<file path="src/rtl/bht_controller.sv">
// Branch history table: 32 two-bit saturating counters with init walk,
// one-cycle lookup and same-cycle read-before-write update.
//
// Ports:
//   clock, reset   rising-edge clock, synchronous active-high reset
//   clear          re-initialise the table (honoured only in RUN)
//   ready          high in RUN; lookups/updates accepted only then
//   lookup_valid, lookup_index   lookup request and entry to read
//   predict_valid  one-cycle pulse after an accepted lookup
//   predict_taken  MSB of the looked-up counter, held until next lookup
//   update_valid, update_index, update_taken   resolved-branch update
module bht_controller #(
   parameter logic [1:0] INIT_VAL = 2'b01
) (
   input  logic       clock,
   input  logic       reset,
   input  logic       clear,
   output logic       ready,
   input  logic       lookup_valid,
   input  logic [4:0] lookup_index,
   output logic       predict_valid,
   output logic       predict_taken,
   input  logic       update_valid,
   input  logic [4:0] update_index,
   input  logic       update_taken
);

   typedef enum logic {S_INIT, S_RUN} state_t;

   state_t     state, state_n;
   logic [4:0] ptr, ptr_n;
   logic [1:0] cnt [32];
   logic       lkp_go, upd_go;
   logic [1:0] upd_cur, upd_nxt;

   always_ff @(posedge clock) begin
      if (reset) begin
         state <= S_INIT;
         ptr   <= 5'd0;
      end else begin
         state <= state_n;
         ptr   <= ptr_n;
      end
   end

   always_comb begin
      state_n = state;
      ptr_n   = ptr;
      unique case (state)
         S_INIT: begin
            ptr_n = ptr + 5'd1;
            if (ptr == 5'd31) state_n = S_RUN;
         end
         S_RUN: begin
            if (clear) begin
               state_n = S_INIT;
               ptr_n   = 5'd0;
            end
         end
         default: begin
            state_n = S_INIT;
            ptr_n   = 5'd0;
         end
      endcase
   end

   assign ready = (state == S_RUN);

   // clear takes priority over any request in the same cycle
   assign lkp_go = ready && lookup_valid && !clear;
   assign upd_go = ready && update_valid && !clear;

   assign upd_cur = cnt[update_index];

   always_comb begin
      upd_nxt = upd_cur;
      if (update_taken) begin
         if (upd_cur != 2'b11) upd_nxt = upd_cur + 2'd1;
      end else begin
         if (upd_cur != 2'b00) upd_nxt = upd_cur - 2'd1;
      end
   end

   // counter contents are not reset; the INIT walk rewrites them
   always_ff @(posedge clock) begin
      if (!reset) begin
         if (state == S_INIT)
            cnt[ptr] <= INIT_VAL;
         else if (upd_go)
            cnt[update_index] <= upd_nxt;
      end
   end

   // the read uses the pre-edge table, so a same-index update
   // is not yet visible (read-before-write)
   always_ff @(posedge clock) begin
      if (reset) begin
         predict_valid <= 1'b0;
         predict_taken <= 1'b0;
      end else begin
         predict_valid <= lkp_go;
         if (lkp_go) predict_taken <= cnt[lookup_index][1];
      end
   end

endmodule

</file>
<file path="config.mk">
export PLATFORM = sky130hd
export DESIGN_NAME = bht_controller
export DESIGN_NICKNAME = d
export VERILOG_FILES = /design/src/rtl/bht_controller.sv
export SDC_FILE = /design/constraint.sdc
export NUM_CORES = 1
export LEC_CHECK = 0
export BUFFER_PORTS_ARGS = -buffer_cell sky130_fd_sc_hd__buf_4
export CORE_MARGIN = 3
export CORE_UTILIZATION = 55
export CTS_CLUSTER_DIAMETER = 150
export DETAILED_ROUTE_END_ITERATION = 10
export HOLD_SLACK_MARGIN = 0.06
export PLACE_DENSITY = 0.82
export SLEW_MARGIN = 25
export SYNTH_ARGS = -nofsm -noshare
export SYNTH_HDL_FRONTEND = slang
export SYNTH_SLANG_ARGS = --single-unit
</file>
<file path="constraint.sdc">
create_clock -name clock -period 2.75 [get_ports clock]
set_input_delay 0.55 -clock clock [delete_from_list [all_inputs] [get_ports clock]]
set_output_delay 0.55 -clock clock [all_outputs]
set_load 0.02 [all_outputs]
</file>
==> reports/summary.log <==
[layout] number of fill cells 447
[floorplanning] starting utilization of the core area 0.577
[synthesis] Area contributors post-synth edfxtp_1 (56%), mux2i_1 (11%), mux4_2 (6.5%)
[worst_hold_path] Tightest Hold Check Type input pin to flip-flop
[synthesis] Post-synth ARST share 0
[clock_network] H-tree levels 3
[setup_path] sort of element at the end of the critical path flip-flop
[layout] Total Nets Final 313
[timing] worst clock skew 0.00629 ns
[power_and_ir_drop] Power Internal 1.67 mW
[clock_network] TritonCTS clock tree done
[route] Detailed Route Iter0 Violations 191
[clock_network] count of clock tree sinks 72
[setup_path] Worst EP arrival 2.55 ns
[layout] post-route core utilization 0.659
[timing] final setup fails 0
[setup_path] CP peak stage delay 0.49 ns
[route] residual DRC count 0
[layout] number of standard cells in the final layout excluding fillers 375
[route] via count 2242
[timing] Final Critical Period 2.50 ns
[route] Routed Wire Length 7370 µm
[timing] Final WS setup 0.251 ns
[timing] relative slew slack 0.573
[global_route] vias in the first global route 2277
[timing] maximum clock frequency 400 MHz
[setup_path] Cell Chain, Critical Path buf_4 -> buf_4 -> mux2i_1 -> a21oi_1 -> and3_1 -> a31oi_1 -> o311a_1 -> maj3_2 -> nor2_4
[setup_path] reg-to-reg setup timing slack 0.57 ns
[setup_path] worst setup path category input pin to flip-flop
[clock_network] cts bufs inserted 9
[timing] post-route clock period utilization 0.909
[global_route] antenna violations before repair 0
[floorplanning] horizontal extent of the die 85.3 µm
[synthesis] compound-cell area share of the yosys netlist 0.0712
[floorplanning] num rows 28
[synthesis] XOR/XNOR Fraction of Synth Area 0
[timing] final slew viol count 0
[setup_path] kind of start point of the critical path input pin
[layout] Area growth, synth to finish 14.1%
[synthesis] Yosys cell types 37
[layout] antenna cell count 0
[global_route] residual overflow from global routing 0
[route] post-route ant nets 0
[global_route] wire length of the first global-routing pass 11900 µm
[synthesis] share of synthesized cell area in full adder, half adder and majority cells 0.0105
[route] number of iterations in the first detailed-routing pass 4
[clock_network] Post-CTS Setup Repair Bufs 0
[placement] Post-Place Setup Slack -0.546 ns
[synthesis] cell type with the largest total area after synthesis edfxtp_1
[floorplanning] total core area 5990 µm²
[setup_path] Max stage delay cell, worst path nor2_4
[timing] final setup TNS 0 ns
[synthesis] Synth Area in Simple Gates 0.116
[floorplanning] Ports 19
[placement] Cell Count Post-Placement 359
[placement] IO buf count 18
[power_and_ir_drop] maximum ir drop on the vdd rail 0.463 mV
[synthesis] main combinational cell family by area after synthesis multiplexers
[power_and_ir_drop] PD cells 544 nW/µm²
[floorplanning] die height 85.3 µm
[synthesis] net count of the mapped netlist 279
[clock_network] clock root cell clkbuf_8
[synthesis] multiplexer share of the synthesized area 0.175
[synthesis] number of standard cells after synthesis 261
[synthesis] number of synthesized flops with an enable pin 64
[placement] GP Congestion 0.911
[synthesis] Main synth FF type edfxtp_1
[run] Max Cap Viol 0
[synthesis] sequential element share of the synthesized area 0.602
[placement] half-perimeter wire length of the detailed placement result 5350 µm
[synthesis] YS warnings 0
[run_status] result of the run finished, final reports clean
[setup_path] required time of the critical path 2.81 ns
[global_route] gr usage total 0.221
[clock_network] clock insertion delay at the later pin of the skew report 0.34 ns
[setup_path] worst-path maximum fanout 32
[synthesis] number of flip-flops and latches in the synthesized netlist 72
[global_route] pin count of the biggest net entering global routing 33
[power_and_ir_drop] Net Sw Frac 0.222
[power_and_ir_drop] switching power 476 µW
[route] Via-to-Cell Ratio 5.98
[floorplanning] Die Outline Area 7280 µm²
[timing] Final Hold Vio Count 0
[timing] actual slew at the worst max-slew pin 0.639 ns
[synthesis] Syn Std Cell Area 3460 µm²
[power_and_ir_drop] Clk pwr share 0.369
[timing] unrepaired setup endpoints after global routing no
[power_and_ir_drop] Static Leakage 1.51 nW
[layout] proportion of layout cells with a drive suffix above 1 0.223
[setup_path] cell seen most often among critical-path stages buf_4
[route] final routed wire length divided by cell count 19.7 µm
[clock_network] CTS max path bufs 2
[power_and_ir_drop] register share of total power 0.553
[clock_network] Clk pin slew, worst setup/hold paths 0.07 ns
[synthesis] area share of the leading cell type in the synthesized netlist 0.556
[power_and_ir_drop] relative contribution of combinational cells to total power 0.078
[synthesis] syn_area_per_cell 13.3 µm²
[placed cells by master (no fill, tap or decap), types with 2 or more instances in the layout]
master,count
nand3b_1,3
and3_1,2
nor2_1,42
clkbuf_8,9
nand2_1,16
mux2i_1,37
nor2b_1,4
clkinv_2,2
o21ai_0,2
a21oi_1,13
nand2b_1,8
buf_4,37
dfxtp_1,8
edfxtp_1,64
nand3_1,4
mux4_2,10
ha_1,2
a31oi_1,2
a22oi_1,12
[layout make-up]
class                           count  area, µm²  share of cell area
Timing Repair Buffer               37        278              0.0704
Inverter                            1       3.75            0.000951
Tap cell                           75       93.8              0.0238
Clock inverter                      6       60.1              0.0152
Sequential cell                    72       2080               0.527
Multi-Input combinational cell    174       1300               0.330
Clock buffer                       10        128              0.0323
[per-layer routing]
layer / share of wire / routed length [µm] / global-route usage / vias up
met4: 0.021 / 155 / 0.0950 / 0
li1: - / - / - / 1057
met3: 0.068 / 499 / 0.0573 / 13
met5: 0 / 0 / 0 / -
met1: 0.40 / 2980 / 0.280 / 1100
met2: 0.51 / 3730 / 0.359 / 72
[worst max-delay path: cells and delay by family]
kind                       cells  cell delay [ns]
and+or+nand+nor                2             0.67
buffers and inverters          2             0.56
AOI/OAI and AO/OA              3             0.35
adders and majority gates      1             0.33
muxes                          1             0.08
[cell families after synthesis]
kind of cell,after synthesis
AND/OR/NAND/NOR,86
flip-flops,72
multiplexers,48
AO/OA/AOI/OAI,37
buffers and inverters,15
adder cells (fa/ha/maj),3
[through the flow]
stage	power, mW	hold WS (ns)	instance area (µm²)
floorplan	1.32	0.466	3470
global placement	1.37	0.506	3750
detailed placement	1.38	0.526	3750
CTS	2.15	0.422	3950
global route	2.22	0.423	3950
finish	2.15	0.436	3950
[final timing paths]
| path | startpoint | to | depth (start not counted) |
|---|---|---|---|
| min | lookup_valid | predict_taken | 2 |
| max reg2reg | cnt[2][1] | cnt[17][1] | 6 |
| min reg2reg | predict_taken | predict_taken | 2 |
| max | update_index[0] | cnt[17][1] | 9 |
[state kept, by name, indices dropped and copies added (netlist names)]
| name | cells |
|---|---|
| cnt | 64 |
| ptr | 5 |
| predict_taken | 1 |
| predict_valid | 1 |
| ready | 1 |
[power groups by stage]
stage / registers (mW) / clock network, mW / logic (mW)
2_1_floorplan: 1.21 / 0 / 0.109
3_3_place_gp: 1.21 / 0 / 0.161
3_5_place_dp: 1.21 / 0 / 0.165
4_1_cts: 1.19 / 0.797 / 0.166
5_1_grt: 1.19 / 0.853 / 0.181
6_report: 1.19 / 0.792 / 0.167
[cells in the mapped netlist, drive strengths merged (2+ instances only)]
cell type,number
a21oi,13
clkbuf,9
nor3b,2
dfxtp,8
ha,2
mux2i,37
a22oi,12
nand2,16
nor2b,4
edfxtp,64
nand2b,8
nand3,4
mux4,10
o21ai,3
nand3b,3
and3,2
nor2,43
buf,5
a31oi,2
[repair_timing]
| action | 4_1_cts | 5_1_grt |
|---|---|---|
| hold buffers | 0 | 0 |
| gates resized for setup | 1 | 0 |
| setup endpoints to repair | 32 | 0 |
No activity file was read; power rests on OpenSTA's default activity.
